File: src/rtl/shifter_operand_ctrl_if.sv
// Handshake and data bundle between the shifter operand sequencer, the
// control unit, the register-file read port and the BarrelShifter.
// The master side is the surrounding datapath; the slave side is the sequencer.
interface shifter_operand_ctrl_if;
    logic        Start;
    logic [31:0] IR_In;
    logic        SR29_In;
    logic [31:0] PC_In;
    logic        RF_Req;
    logic [3:0]  RF_Addr;
    logic        RF_Ack;
    logic [31:0] RF_Data;
    logic [31:0] BS_Rs;
    logic [31:0] BS_Rm;
    logic [31:0] BS_IR;
    logic        BS_SR29_IN;
    logic [31:0] BS_Out;
    logic        BS_SR29_OUT;
    logic [31:0] Operand;
    logic        CarryOut;
    logic        Done;
    logic        Error;
    logic        Busy;

    modport master (
        output Start, IR_In, SR29_In, PC_In, RF_Ack, RF_Data, BS_Out, BS_SR29_OUT,
        input  RF_Req, RF_Addr, BS_Rs, BS_Rm, BS_IR, BS_SR29_IN,
               Operand, CarryOut, Done, Error, Busy
    );

    modport slave (
        input  Start, IR_In, SR29_In, PC_In, RF_Ack, RF_Data, BS_Out, BS_SR29_OUT,
        output RF_Req, RF_Addr, BS_Rs, BS_Rm, BS_IR, BS_SR29_IN,
               Operand, CarryOut, Done, Error, Busy
    );
endinterface

File: src/rtl/shifter_operand_ctrl.sv
// Shifter operand sequencer: latches the instruction on Start, fetches Rm and
// optionally Rs over the single register-file read port (r15 reads return the
// pipelined PC), lets the external BarrelShifter work for one cycle and
// registers its result and carry for the execute stage.
module shifter_operand_ctrl #(
    parameter int unsigned ACK_TIMEOUT = 15,
    parameter logic [31:0] PC_OFFSET   = 32'd8
) (
    input logic Clk,
    input logic Reset,
    shifter_operand_ctrl_if.slave bus
);

    typedef enum logic [2:0] {
        IDLE,
        READ_RM,
        READ_RS,
        SHIFT,
        DONE
    } state_t;

    // Last timer value before the read is abandoned; a read therefore keeps
    // RF_Req up for exactly ACK_TIMEOUT cycles when no Ack ever arrives.
    localparam logic [7:0] TIMER_LAST = 8'(ACK_TIMEOUT - 1);

    state_t      state;
    logic [31:0] ir_q;
    logic        c_q;
    logic [31:0] pc_q;
    logic [31:0] rm_q;
    logic [31:0] rs_q;
    logic [7:0]  timer;
    logic [31:0] operand_q;
    logic        carry_q;
    logic        done_q;
    logic        error_q;

    logic        in_read;
    logic [3:0]  rd_index;
    logic        rd_is_pc;
    logic        rd_done;
    logic        rd_timeout;
    logic [31:0] rd_value;

    // Decode the current register read: which index, whether it is the PC
    // shortcut, and whether it completes or times out this cycle.
    always_comb begin
        in_read    = (state == READ_RM) || (state == READ_RS);
        rd_index   = (state == READ_RS) ? ir_q[11:8] : ir_q[3:0];
        rd_is_pc   = (rd_index == 4'hF);
        rd_done    = in_read && (rd_is_pc || bus.RF_Ack);
        rd_timeout = in_read && !rd_is_pc && !bus.RF_Ack && (timer == TIMER_LAST);
        rd_value   = rd_is_pc ? (pc_q + PC_OFFSET) : bus.RF_Data;
    end

    assign bus.RF_Req     = in_read && !rd_is_pc;
    assign bus.RF_Addr    = bus.RF_Req ? rd_index : 4'h0;
    assign bus.BS_IR      = ir_q;
    assign bus.BS_Rm      = rm_q;
    assign bus.BS_Rs      = rs_q;
    assign bus.BS_SR29_IN = c_q;
    assign bus.Operand    = operand_q;
    assign bus.CarryOut   = carry_q;
    assign bus.Done       = done_q;
    assign bus.Error      = error_q;
    assign bus.Busy       = (state != IDLE);

    // Sequencer: accept Start only in IDLE, walk through the reads, capture the
    // shifter result and pulse Done for one cycle; a stalled read ends in DONE
    // with Error set and a zero operand.
    always_ff @(posedge Clk or posedge Reset) begin
        if (Reset) begin
            state     <= IDLE;
            ir_q      <= '0;
            c_q       <= 1'b0;
            pc_q      <= '0;
            rm_q      <= '0;
            rs_q      <= '0;
            timer     <= '0;
            operand_q <= '0;
            carry_q   <= 1'b0;
            done_q    <= 1'b0;
            error_q   <= 1'b0;
        end else begin
            done_q <= 1'b0;
            case (state)
                IDLE: begin
                    if (bus.Start) begin
                        ir_q  <= bus.IR_In;
                        c_q   <= bus.SR29_In;
                        pc_q  <= bus.PC_In;
                        timer <= '0;
                        if (bus.IR_In[25]) begin
                            rm_q  <= '0;
                            rs_q  <= '0;
                            state <= SHIFT;
                        end else begin
                            state <= READ_RM;
                        end
                    end
                end
                READ_RM, READ_RS: begin
                    if (rd_done) begin
                        timer <= '0;
                        if (state == READ_RS) begin
                            rs_q  <= rd_value;
                            state <= SHIFT;
                        end else begin
                            rm_q <= rd_value;
                            if (ir_q[4]) begin
                                state <= READ_RS;
                            end else begin
                                rs_q  <= '0;
                                state <= SHIFT;
                            end
                        end
                    end else if (rd_timeout) begin
                        operand_q <= '0;
                        carry_q   <= c_q;
                        error_q   <= 1'b1;
                        done_q    <= 1'b1;
                        state     <= DONE;
                    end else begin
                        timer <= timer + 8'd1;
                    end
                end
                SHIFT: begin
                    operand_q <= bus.BS_Out;
                    carry_q   <= bus.BS_SR29_OUT;
                    error_q   <= 1'b0;
                    done_q    <= 1'b1;
                    state     <= DONE;
                end
                DONE: begin
                    state <= IDLE;
                end
                default: begin
                    state <= IDLE;
                end
            endcase
        end
    end

endmodule

File: src/flat_wrapper.sv
// flat-port wrapper written by rule: the top's interface ports become plain ports
module shifter_operand_ctrl_flat 
#(
    parameter int unsigned ACK_TIMEOUT = 15,
    parameter logic [31:0] PC_OFFSET   = 32'd8
)
  (Clk, Reset, bus_Start, bus_IR_In, bus_SR29_In, bus_PC_In, bus_RF_Ack, bus_RF_Data, bus_BS_Out, bus_BS_SR29_OUT, bus_RF_Req, bus_RF_Addr, bus_BS_Rs, bus_BS_Rm, bus_BS_IR, bus_BS_SR29_IN, bus_Operand, bus_CarryOut, bus_Done, bus_Error, bus_Busy);
  shifter_operand_ctrl_if bus_i ();
  input logic Clk;
  input logic Reset;
  input wire logic [$bits(bus_i.Start)-1:0] bus_Start;
  input wire logic [$bits(bus_i.IR_In)-1:0] bus_IR_In;
  input wire logic [$bits(bus_i.SR29_In)-1:0] bus_SR29_In;
  input wire logic [$bits(bus_i.PC_In)-1:0] bus_PC_In;
  input wire logic [$bits(bus_i.RF_Ack)-1:0] bus_RF_Ack;
  input wire logic [$bits(bus_i.RF_Data)-1:0] bus_RF_Data;
  input wire logic [$bits(bus_i.BS_Out)-1:0] bus_BS_Out;
  input wire logic [$bits(bus_i.BS_SR29_OUT)-1:0] bus_BS_SR29_OUT;
  output wire logic [$bits(bus_i.RF_Req)-1:0] bus_RF_Req;
  output wire logic [$bits(bus_i.RF_Addr)-1:0] bus_RF_Addr;
  output wire logic [$bits(bus_i.BS_Rs)-1:0] bus_BS_Rs;
  output wire logic [$bits(bus_i.BS_Rm)-1:0] bus_BS_Rm;
  output wire logic [$bits(bus_i.BS_IR)-1:0] bus_BS_IR;
  output wire logic [$bits(bus_i.BS_SR29_IN)-1:0] bus_BS_SR29_IN;
  output wire logic [$bits(bus_i.Operand)-1:0] bus_Operand;
  output wire logic [$bits(bus_i.CarryOut)-1:0] bus_CarryOut;
  output wire logic [$bits(bus_i.Done)-1:0] bus_Done;
  output wire logic [$bits(bus_i.Error)-1:0] bus_Error;
  output wire logic [$bits(bus_i.Busy)-1:0] bus_Busy;
  assign bus_i.Start = bus_Start;
  assign bus_i.IR_In = bus_IR_In;
  assign bus_i.SR29_In = bus_SR29_In;
  assign bus_i.PC_In = bus_PC_In;
  assign bus_i.RF_Ack = bus_RF_Ack;
  assign bus_i.RF_Data = bus_RF_Data;
  assign bus_i.BS_Out = bus_BS_Out;
  assign bus_i.BS_SR29_OUT = bus_BS_SR29_OUT;
  assign bus_RF_Req = bus_i.RF_Req;
  assign bus_RF_Addr = bus_i.RF_Addr;
  assign bus_BS_Rs = bus_i.BS_Rs;
  assign bus_BS_Rm = bus_i.BS_Rm;
  assign bus_BS_IR = bus_i.BS_IR;
  assign bus_BS_SR29_IN = bus_i.BS_SR29_IN;
  assign bus_Operand = bus_i.Operand;
  assign bus_CarryOut = bus_i.CarryOut;
  assign bus_Done = bus_i.Done;
  assign bus_Error = bus_i.Error;
  assign bus_Busy = bus_i.Busy;
  shifter_operand_ctrl #(.ACK_TIMEOUT(ACK_TIMEOUT), .PC_OFFSET(PC_OFFSET)) u_core (.Clk(Clk), .Reset(Reset), .bus(bus_i));
endmodule
File: config.mk
export PLATFORM = sky130hd
export DESIGN_NAME = shifter_operand_ctrl_flat
export DESIGN_NICKNAME = d
export VERILOG_FILES = /design/src/rtl/shifter_operand_ctrl_if.sv /design/src/rtl/shifter_operand_ctrl.sv /design/src/flat_wrapper.sv
export SDC_FILE = /design/constraint.sdc
export NUM_CORES = 1
export LEC_CHECK = 0
export ABC_AREA = 0
export CAP_MARGIN = 15
export CORE_MARGIN = 4
export CORE_UTILIZATION = 45
export DETAILED_ROUTE_END_ITERATION = 16
export PLACE_DENSITY = 0.78
export SLEW_MARGIN = 20
export SYNTH_ARGS = -nofsm -noshare
export SYNTH_HDL_FRONTEND = slang
export SYNTH_SLANG_ARGS = --single-unit
File: constraint.sdc
create_clock -name Clk -period 7.3 [get_ports Clk]
set_input_delay 1.825 -clock Clk [delete_from_list [all_inputs] [get_ports Clk]]
set_output_delay 1.825 -clock Clk [all_outputs]
set_load 0.01 [all_outputs]
==> impl_metrics.json <==
{
  "fin_crit_ps": 4600,
  "dr.first_iter.drc_count": 455,
  "timing.max_slew.rel_slack": 0.346,
  "groute.usage.overall": 0.236,
  "final_core_occ": 0.664,
  "synthesis.instances": 677,
  "path_common_cell": "sky130_fd_sc_hd__nand2_1",
  "synth-seq-area-share": 0.558,
  "synth.cell_area_um2": 7850,
  "cp_slowest_stage_delay_ps": 590,
  "start_util": 0.457,
  "max_clock_buf_depth": 2,
  "finalCritPeriodShare": 0.631,
  "fp.dieH_um": 140,
  "nNetsFinal": 1073,
  "postSynthNetCount": 814,
  "cts_hold_repair.buffers": 0,
  "cp-start-kind": "flip-flop",
  "placeableCoreArea_um2": 17200,
  "detail_route.first_pass.iterations": 5,
  "globalplace.congestion": 0.883,
  "cts_repair_resize_count": 0,
  "total_leakage_power_nw": 4.80,
  "dpl.hpwl_um": 16500,
  "total_non_filler_cell_area_in_the_finished_layout_um2": 11400,
  "post_route_cells_drive_above_1_share": 0.139,
  "number_of_antenna_violations_at_the_first_check_in_global_routing": 2,
  "port_buffers": 271,
  "grt_pass1_wl_um": 37000,
  "timing.critical_path.to_type": "primary output",
  "cts_post_setup_buffers_inserted": 0,
  "critical_path_peak_fanout": 14,
  "synth_top_cells_by_count": "sky130_fd_sc_hd__dfrtp_1 (175), sky130_fd_sc_hd__nand2_1 (80), sky130_fd_sc_hd__mux2_2 (60)",
  "final_layout_fill_cell_count": 1369,
  "yosys-top-cells-area": "sky130_fd_sc_hd__dfrtp_1 (56%), sky130_fd_sc_hd__mux2_2 (8.6%), sky130_fd_sc_hd__a22o_1 (4.5%), sky130_fd_sc_hd__nand2_1 (3.8%), sky130_fd_sc_hd__o21ai_0 (3.0%)",
  "netlist.top_cell.by_area": "sky130_fd_sc_hd__dfrtp_1",
  "cts-buffers-inserted": 17,
  "yosysMostFrequentCell": "sky130_fd_sc_hd__dfrtp_1",
  "cts_htree_levels": 4,
  "routed_wl_um": 23400,
  "clkSinkCount": 175,
  "worst_pin_slew_ps": 972,
  "final-seq-area_um2": 4380,
  "multiInputGateArea_um2": 3280,
  "worst_skew_pair.late_latency_ps": 420,
  "ir_worst_vdd_v": 0.000213,
  "post-layout-total-power_w": 0.00493,
  "power-per-cell-area_nw_per_um2": 432,
  "gr-total-overflow": 0,
  "ioPinCount": 272,
  "post-route-drc-count": 0,
  "synthDominantCellAreaShare": 0.558,
  "wire_per_inst_um": 19.9,
  "placed_area_um2": 10800,
  "synth-edff-count": 0,
  "critPathSlowestCell": "sky130_fd_sc_hd__dfrtp_1",
  "setup-violations-final": 0,
  "vias_per_cell": 5.59,
  "setup-tns-final_ps": 0,
  "first_global_vias": 6758,
  "timing.fmax_mhz": 217,
  "status": "completed",
  "number_of_rows_created_at_floorplan": 48,
  "syn_to_final_growth_pct": 45.3,
  "postSynthRegisterBits": 175,
  "primary_flip_flop_cell_chosen_by_synthesis_mapping": "sky130_fd_sc_hd__dfrtp_1",
  "maxSlewViolCount": 0,
  "crit_arrival_ps": 2780,
  "ys_warn_count": 0,
  "hold_viol": 0,
  "route.vias.total": 6574,
  "dieWidth_um": 140,
  "asyncSetResetFlopFracSynth": 1.00,
  "timing.critical_path.required_ps": 5480,
  "die-area_um2": 19600,
  "route.antenna.remaining_nets": 0,
  "clock_tree.root_cell": "sky130_fd_sc_hd__clkbuf_16",
  "worstHoldPathType": "reg2reg",
  "setup_ws_ps": 2700,
  "clk_pin_slew_ps": 70,
  "rsz_0062_raised_after_global_routing": "no",
  "tritoncts": "built",
  "place_worst_setup_slack_ps": 3050,
  "synth_cell_types": 54,
  "path_class": "reg2out",
  "fin_worst_skew_ps": 7.97,
  "maxCapViolations": 0,
  "avgSynthCellArea_um2": 11.6,
  "grt_max_degree": 67,
  "timing.critical_path.cells": "nor2b_1 -> nand2_1 -> nand2_1 -> a21oi_1 -> clkdlybuf4s50_1"
}
-- worst paths after layout --
path / start / to / slack, ps / cells past startpoint
setup reg to reg: u_core.state[1] / u_core.bus.BS_Rs[18] / 4440 / 4
setup / recovery: u_core.state[1] / bus_RF_Addr[2] / 2700 / 5
hold reg to reg: u_core.bus.BS_Rs[4] / u_core.bus.BS_Rs[4] / 480 / 2
max in group asynchronous: Reset / u_core.pc_q[26] / 4150 / 3
hold / removal: u_core.bus.BS_Rs[4] / u_core.bus.BS_Rs[4] / 480 / 2
min in group asynchronous: Reset / u_core.bus.Operand[8] / 1860 / 2
-- state kept, by name, summed over array words and instances, names as in the netlist --
| name | cells |
|---|---|
| u_core.bus.BS_Rm | 32 |
| u_core.timer | 8 |
| u_core.bus.BS_IR | 32 |
| u_core.bus.Operand | 32 |
| u_core.bus.BS_Rs | 32 |
| u_core.bus.Done | 1 |
| u_core.bus.CarryOut | 1 |
| u_core.pc_q | 32 |
| u_core.bus.Error | 1 |
| u_core.state | 3 |
| u_core.bus.BS_SR29_IN | 1 |
-- layout by cell type, fill, tap and decap left out, drive strengths merged, types with 11 or more instances in the layout --
cell type      netlist  layout
nor3                13      13
nor2                30      30
o31ai               12      12
dfrtp              175     175
a32o                11      11
a21oi               19      19
nand2               80      80
nand3               18      18
inv                 13      15
xnor2               11      11
o21ai               48      48
mux2i               14      14
buf                 16      11
clkdlybuf4s50        0     271
nand4               13      13
a22o                40      40
clkbuf              26      19
nor4                11      11
mux2                60      60
-- layer usage --
metal / vias up / global-route usage / routed length [um] / part of all wire
met5: - / 0 / 12 / 0.00051
met2: 237 / 0.394 / 11700 / 0.50
li1: 3002 / - / - / -
met4: 2 / 0.0648 / 301 / 0.013
met1: 3306 / 0.302 / 9660 / 0.41
met3: 27 / 0.0707 / 1760 / 0.075
-- cell families after synthesis --
group           count (synthesis)  share of synthesized area
xor+xnor                       15                     0.0167
buf+inv                        55                     0.0292
simple gates                  195                      0.135
mux                            74                      0.104
compound gates                160                      0.152
flops                         175                      0.558
fa+ha+maj                       3                    0.00478
-- power breakdown --
part / switching, W / internal (W)
logic: 0.00105 / 0.00119
clock network: 0.000391 / 0.000524
registers: 0.000376 / 0.00140
total: 0.00182 / 0.00311
-- worst max-delay path, delay by kind of cell (launching register included) --
| family | cells | cell delay (ps) |
|---|---|---|
| buffers and inverters | 1 | 470 |
| AOI/OAI and AO/OA | 1 | 80 |
| DFF | 1 | 590 |
| and+or+nand+nor | 3 | 1200 |
-- area by class of cell --
cell class	count	share of cell area
clock inverter	13	0.0121
multi-input combinational	447	0.288
clock buffer	19	0.0397
sequential	175	0.384
inverter	13	0.00472
tap	225	0.0247
timing repair buffer	282	0.247
antenna	1	0.000219
-- stage by stage --
stage,instances,hold WS [ps]
global route,1175,512
CTS,1173,479
global placement,1141,459
finish,1175,477
floorplan,677,452
detailed placement,1141,459
No activity file was read; power rests on OpenSTA's default activity.
